==> src/rtl/pipe_hazard_ctrl.sv <==
// Hazard/redirect controller for the 5-stage core: flush, bubble, PC stall, LSU hold and stale-fetch discard.
// Optional perf counters are built when PIPE_HAZARD_CTRL_PERF_EN is defined.
module pipe_hazard_ctrl #(
    parameter int CPU_WIDTH  = 64,
    parameter int LU_BUBBLES = 1
) (
    input  logic                 i_clk,
    input  logic                 i_rst_n,
    input  logic                 i_exu_redirect,
    input  logic [CPU_WIDTH-1:0] i_exu_redirect_pc,
    input  logic                 i_ifu_busy,
    input  logic                 i_ifu_rsp_valid,
    input  logic                 i_lsu_busy,
    input  logic                 i_exu_load,
    input  logic [4:0]           i_exu_rd,
    input  logic [4:0]           i_idu_rs1,
    input  logic [4:0]           i_idu_rs2,
    input  logic                 i_idu_rs1_en,
    input  logic                 i_idu_rs2_en,
    output logic                 o_flush,
    output logic                 o_bubble,
    output logic                 o_pc_stall,
    output logic                 o_hold,
    output logic                 o_pc_redirect_en,
    output logic [CPU_WIDTH-1:0] o_pc_redirect,
    output logic                 o_discard,
    output logic [31:0]          o_perf_stall_cnt,
    output logic [31:0]          o_perf_flush_cnt
);

    typedef enum logic [1:0] {
        ST_RUN     = 2'd0,
        ST_DISCARD = 2'd1,
        ST_MEMWAIT = 2'd2
    } state_t;

    localparam logic [1:0] LU_RELOAD = 2'(LU_BUBBLES - 1);

    state_t     state_q, state_d;
    logic [1:0] lu_cnt_q, lu_cnt_d;
    logic       redirect_act;
    logic       lu_hazard;

    always_comb begin
        lu_hazard = i_exu_load && (i_exu_rd != 5'd0) &&
                    ((i_idu_rs1_en && (i_idu_rs1 == i_exu_rd)) ||
                     (i_idu_rs2_en && (i_idu_rs2 == i_exu_rd)));
        // EXU is frozen in MEMWAIT, so any redirect seen there is spurious.
        redirect_act = i_rst_n && i_exu_redirect && (state_q != ST_MEMWAIT);
    end

    always_comb begin
        state_d          = state_q;
        lu_cnt_d         = lu_cnt_q;
        o_flush          = 1'b0;
        o_bubble         = 1'b0;
        o_pc_stall       = 1'b0;
        o_hold           = 1'b0;
        o_pc_redirect_en = 1'b0;
        o_pc_redirect    = '0;
        o_discard        = 1'b0;
        if (redirect_act) begin
            o_flush          = 1'b1;
            o_pc_redirect_en = 1'b1;
            o_pc_redirect    = i_exu_redirect_pc;
            lu_cnt_d         = 2'd0;
            if (state_q == ST_DISCARD) begin
                o_discard = 1'b1;
                state_d   = ST_DISCARD;
            end else if (i_ifu_busy && !i_ifu_rsp_valid) begin
                state_d = ST_DISCARD;
            end else begin
                state_d = ST_RUN;
            end
        end else if (i_rst_n) begin
            unique case (state_q)
                ST_RUN: begin
                    // LSU wait outranks load-use; the counter holds until RUN resumes.
                    if (i_lsu_busy) begin
                        state_d = ST_MEMWAIT;
                    end else if (lu_cnt_q != 2'd0) begin
                        o_bubble   = 1'b1;
                        o_pc_stall = 1'b1;
                        lu_cnt_d   = lu_cnt_q - 2'd1;
                    end else if (lu_hazard) begin
                        o_bubble   = 1'b1;
                        o_pc_stall = 1'b1;
                        lu_cnt_d   = LU_RELOAD;
                    end
                end
                ST_DISCARD: begin
                    o_discard  = 1'b1;
                    o_pc_stall = 1'b1;
                    if (i_ifu_rsp_valid) begin
                        state_d = ST_RUN;
                    end
                end
                ST_MEMWAIT: begin
                    o_hold     = 1'b1;
                    o_pc_stall = 1'b1;
                    if (!i_lsu_busy) begin
                        state_d = ST_RUN;
                    end
                end
                default: begin
                    state_d = ST_RUN;
                end
            endcase
        end
    end

    always_ff @(posedge i_clk) begin
        if (!i_rst_n) begin
            state_q  <= ST_RUN;
            lu_cnt_q <= 2'd0;
        end else begin
            state_q  <= state_d;
            lu_cnt_q <= lu_cnt_d;
        end
    end

`ifdef PIPE_HAZARD_CTRL_PERF_EN
    logic [31:0] perf_stall_q, perf_stall_d;
    logic [31:0] perf_flush_q, perf_flush_d;

    // Both counters saturate rather than wrap.
    always_comb begin
        perf_stall_d = perf_stall_q;
        perf_flush_d = perf_flush_q;
        if (o_pc_stall && (perf_stall_q != 32'hFFFF_FFFF)) begin
            perf_stall_d = perf_stall_q + 32'd1;
        end
        if (redirect_act && (perf_flush_q != 32'hFFFF_FFFF)) begin
            perf_flush_d = perf_flush_q + 32'd1;
        end
    end

    always_ff @(posedge i_clk) begin
        if (!i_rst_n) begin
            perf_stall_q <= 32'd0;
            perf_flush_q <= 32'd0;
        end else begin
            perf_stall_q <= perf_stall_d;
            perf_flush_q <= perf_flush_d;
        end
    end

    assign o_perf_stall_cnt = perf_stall_q;
    assign o_perf_flush_cnt = perf_flush_q;
`else
    assign o_perf_stall_cnt = 32'd0;
    assign o_perf_flush_cnt = 32'd0;
`endif

endmodule
==> config.mk <==
export PLATFORM = sky130hd
export DESIGN_NAME = pipe_hazard_ctrl
export DESIGN_NICKNAME = d
export VERILOG_FILES = /design/src/rtl/pipe_hazard_ctrl.sv
export SDC_FILE = /design/constraint.sdc
export NUM_CORES = 1
export LEC_CHECK = 0
export ABC_AREA = 1
export CELL_PAD_IN_SITES_DETAIL_PLACEMENT = 1
export CELL_PAD_IN_SITES_GLOBAL_PLACEMENT = 2
export CORE_UTILIZATION = 10
export CTS_CLUSTER_SIZE = 25
export DETAILED_ROUTE_END_ITERATION = 8
export GPL_TIMING_DRIVEN = 0
export PLACE_DENSITY = 0.95
export RECOVER_POWER = 25
export SYNTH_ARGS = -nofsm -noshare
export SYNTH_HDL_FRONTEND = slang
export SYNTH_SLANG_ARGS = --single-unit
==> constraint.sdc <==
create_clock -name i_clk -period 1.4 [get_ports i_clk]
set_clock_uncertainty 0.15 [all_clocks]
set_input_delay 0.14 -clock i_clk [delete_from_list [all_inputs] [get_ports i_clk]]
set_output_delay 0.14 -clock i_clk [all_outputs]
set_load 0.005 [all_outputs]
==> metrics.cfg <==
[place]
dp_slack_ns = -0.951
post_dp_cell_area_um2 = 3620
place.gp.congestion = 0.691
io_buffers = 157
hpwl_um = 6300

[drt]
vias_per_cell = 3.20
wl_um = 7950
antenna_left = 0
via_count = 2404
drc = 0
drt_iter0_drc = 29
wire_per_inst_um = 10.6
drtPass1Iterations = 2

[timing]
fin_crit_sh_pct = 132
hold_violations = 0
setup_viol = 73
timing.hold.ws_ns = 0.407
finalCriticalPeriod_ns = 1.85
rsz0062_at_grt = true
report.final.slew_viol_count = 0
fin_ws_ns = -0.455
max_freq_mhz = 539

[setup_path]
arrival_ns = 1.56
crit_slowest_cell = dfxtp_2
crit_required_ns = 1.11
crit_chain = inv_2 > ha_4 > inv_2 > nand3_4 > buf_6 > inv_4 > nor2_4 > inv_2 > or2_1 > a21oi_2 > buf_2
path_max_fanout = 2
r2r_start = state_q[0]$_SDFFE_PN0P_
reg2reg_to = lu_cnt_q[0]$_SDFFE_PP0N_
start_kind = flop
end_kind = primary output
critPathKind = flop to primary output
r2r_cells = 14
crit_start = state_q[0]$_SDFFE_PN0P_
cpMostUsedCell = inv_2
critPathCapture = o_pc_stall
r2r_setup_slack_ns = -0.27
slowest_delay_ns = 0.32

[floorplan]
num_rows = 45
die-width_um = 127
fp.coreArea_um2 = 15200
dieArea_um2 = 16100
ios = 222
die_y_um = 127
start_util_pct = 10.2

[global_routing]
grt_max_degree = 11
grt_pass1_wl_um = 11400
overflow = 0
grt_util_all_layers_pct = 8.87
first_global_vias = 2325
antenna_found_initial = 1

[pwr]
switchingPower_mw = 0.617
comb_power_share_pct = 69.3
leakagePower_nw = 2.47
p_per_area_nw_per_um2 = 448
seqPwrFrac_pct = 7.3
power.share.clock_pct = 23.4
swShare_pct = 33.1
total_power_mw = 1.86
intPower_mw = 1.25
ir_worst_vdd_mv = 0.394

[clock_network]
cts_tree = built
htreeDepth = 1
clk_latency_ns = 0.22
cts.path.max_buffers = 2
cts_hold_buffers = 0
clk_pin_slew_ns = 0.03
root_buffer = clkbuf_16
clock-sinks = 4
cts_buffers = 3

[layout]
final_area_um2 = 4170
seqCellArea_um2 = 85.1
nets = 657
n_fill_cell = 1899
layout-drive-gt1-share_pct = 45.8
n_antenna_cell = 0
multi_input_area_um2 = 1160
syn2layout_area_growth_pct = 167

[outcome]
status = finished, violations left
violations = negative setup slack

[synthesis]
synth_seq_area_share_pct = 5.14
syn_area_um2 = 1560
yosys_register_bits = 4
synth.avg_cell_area_um2 = 5.02
yosys_warnings = 0
yosysUniqueCellTypes = 20
postSynthCellCount = 310

[min_path]
hold_class = flop to flop

[job]
maxCapViolCount = 0

cells in the final DEF (no fill, tap or decap), drive strengths merged, types with 2 or more instances in the layout:
cell             n
nand4            2
ha               4
nor2            81
clkbuf           4
nand2           39
conb            64
buf            170
clkdlybuf4s50   74
nand3            4
dfxtp            4
o21ai            2
inv             95
dlygate4sd2     13
a21oi            3
per-stage QoR:
step	cells	utilization, %	setup TNS [ns]
after floorplan	373	-	-0.361
after global placement	718	23.8	-51.13
after detailed placement	718	23.8	-52.03
after CTS	742	25.9	-22.91
after global routing	751	27.4	-30.20
final	751	27.4	-24.41
layout make-up:
class | count | share of cell area (%)
buffer | 71 | 14.1
inverter | 95 | 8.68
timing repair buffer | 188 | 39.8
clock buffer | 3 | 1.80
sequential | 4 | 2.04
tap | 188 | 5.65
multi-input combinational | 202 | 28.0
synth_stat cells, drive strengths merged:
| cell | number | area, um^2 |
|---|---|---|
| nand3 | 4 | 25.0 |
| buf | 72 | 523 |
| or2 | 1 | 6.26 |
| ha | 4 | 50.1 |
| conb | 1 | 3.75 |
| a21oi | 3 | 18.8 |
| nand4 | 2 | 12.5 |
| nand2 | 39 | 151 |
| dfxtp | 4 | 80.1 |
| a211oi | 1 | 7.51 |
| nor2 | 81 | 307 |
| inv | 95 | 357 |
| o22ai | 1 | 6.26 |
| o21ai | 2 | 10.0 |
what timing repair did:
action	4_1_cts	5_1_grt
endpoints found under the hold margin	0	0
gates resized for setup	381	53
setup endpoints to repair	74	74
pin swaps	13	10
gates cloned	4	0
buffers inserted	18	11
logic make-up (layout without fill, tap and decap cells):
group | Yosys count | count (layout) | share of synthesized area [%]
fa+ha+maj | 4 | 4 | 3.21
flops | 4 | 4 | 5.14
compound gates | 7 | 7 | 2.73
buf+inv | 167 | 357 | 56.5
simple gates | 127 | 127 | 32.2
other cells | 1 | 64 | 0.241
registers in the layout, indices dropped and copies added (netlist names):
signal	count
lu_cnt_q	2
state_q	2
layer usage:
layer  wire length [um]  track usage, %
met1               2570            7.79
met2               4590            19.5
met3                755            2.87
met4                 27           0.700
met5                 13               0
critical path: cells and delay by family, from the launching register on:
kind	cells	cell delay, ns
and+or+nand+nor	3	0.35
adders and majority gates	1	0.13
DFF	1	0.32
buffers and inverters	6	0.44
AOI/OAI and AO/OA	1	0.12
worst min path at each step:
stage / startpoint / to / slack (ns) / cells after the start
finish: state_q[1]$_SDFFE_PN0P_ / state_q[1]$_SDFFE_PN0P_ / 0.41 / 2
global route: state_q[1]$_SDFFE_PN0P_ / state_q[1]$_SDFFE_PN0P_ / 0.43 / 2
CTS: lu_cnt_q[1]$_SDFFE_PP0N_ / lu_cnt_q[1]$_SDFFE_PP0N_ / 0.41 / 4
detailed placement: lu_cnt_q[1]$_SDFFE_PP0N_ / lu_cnt_q[1]$_SDFFE_PP0N_ / 0.39 / 4
global placement: lu_cnt_q[1]$_SDFFE_PP0N_ / lu_cnt_q[1]$_SDFFE_PP0N_ / 0.37 / 4
floorplan: i_rst_n / state_q[0]$_SDFFE_PN0P_ / 0.14 / 2
power by group through the flow:
stage                     clock, mW  sequential (mW)  combinational, mW
after floorplan                   0            0.133              0.423
after global placement            0            0.135              0.949
after detailed placement          0            0.135              0.961
after CTS                     0.443            0.136               1.16
after global routing          0.455            0.139               1.41
final                         0.436            0.137               1.29
Note: power is estimated with default switching activity, not from simulation.
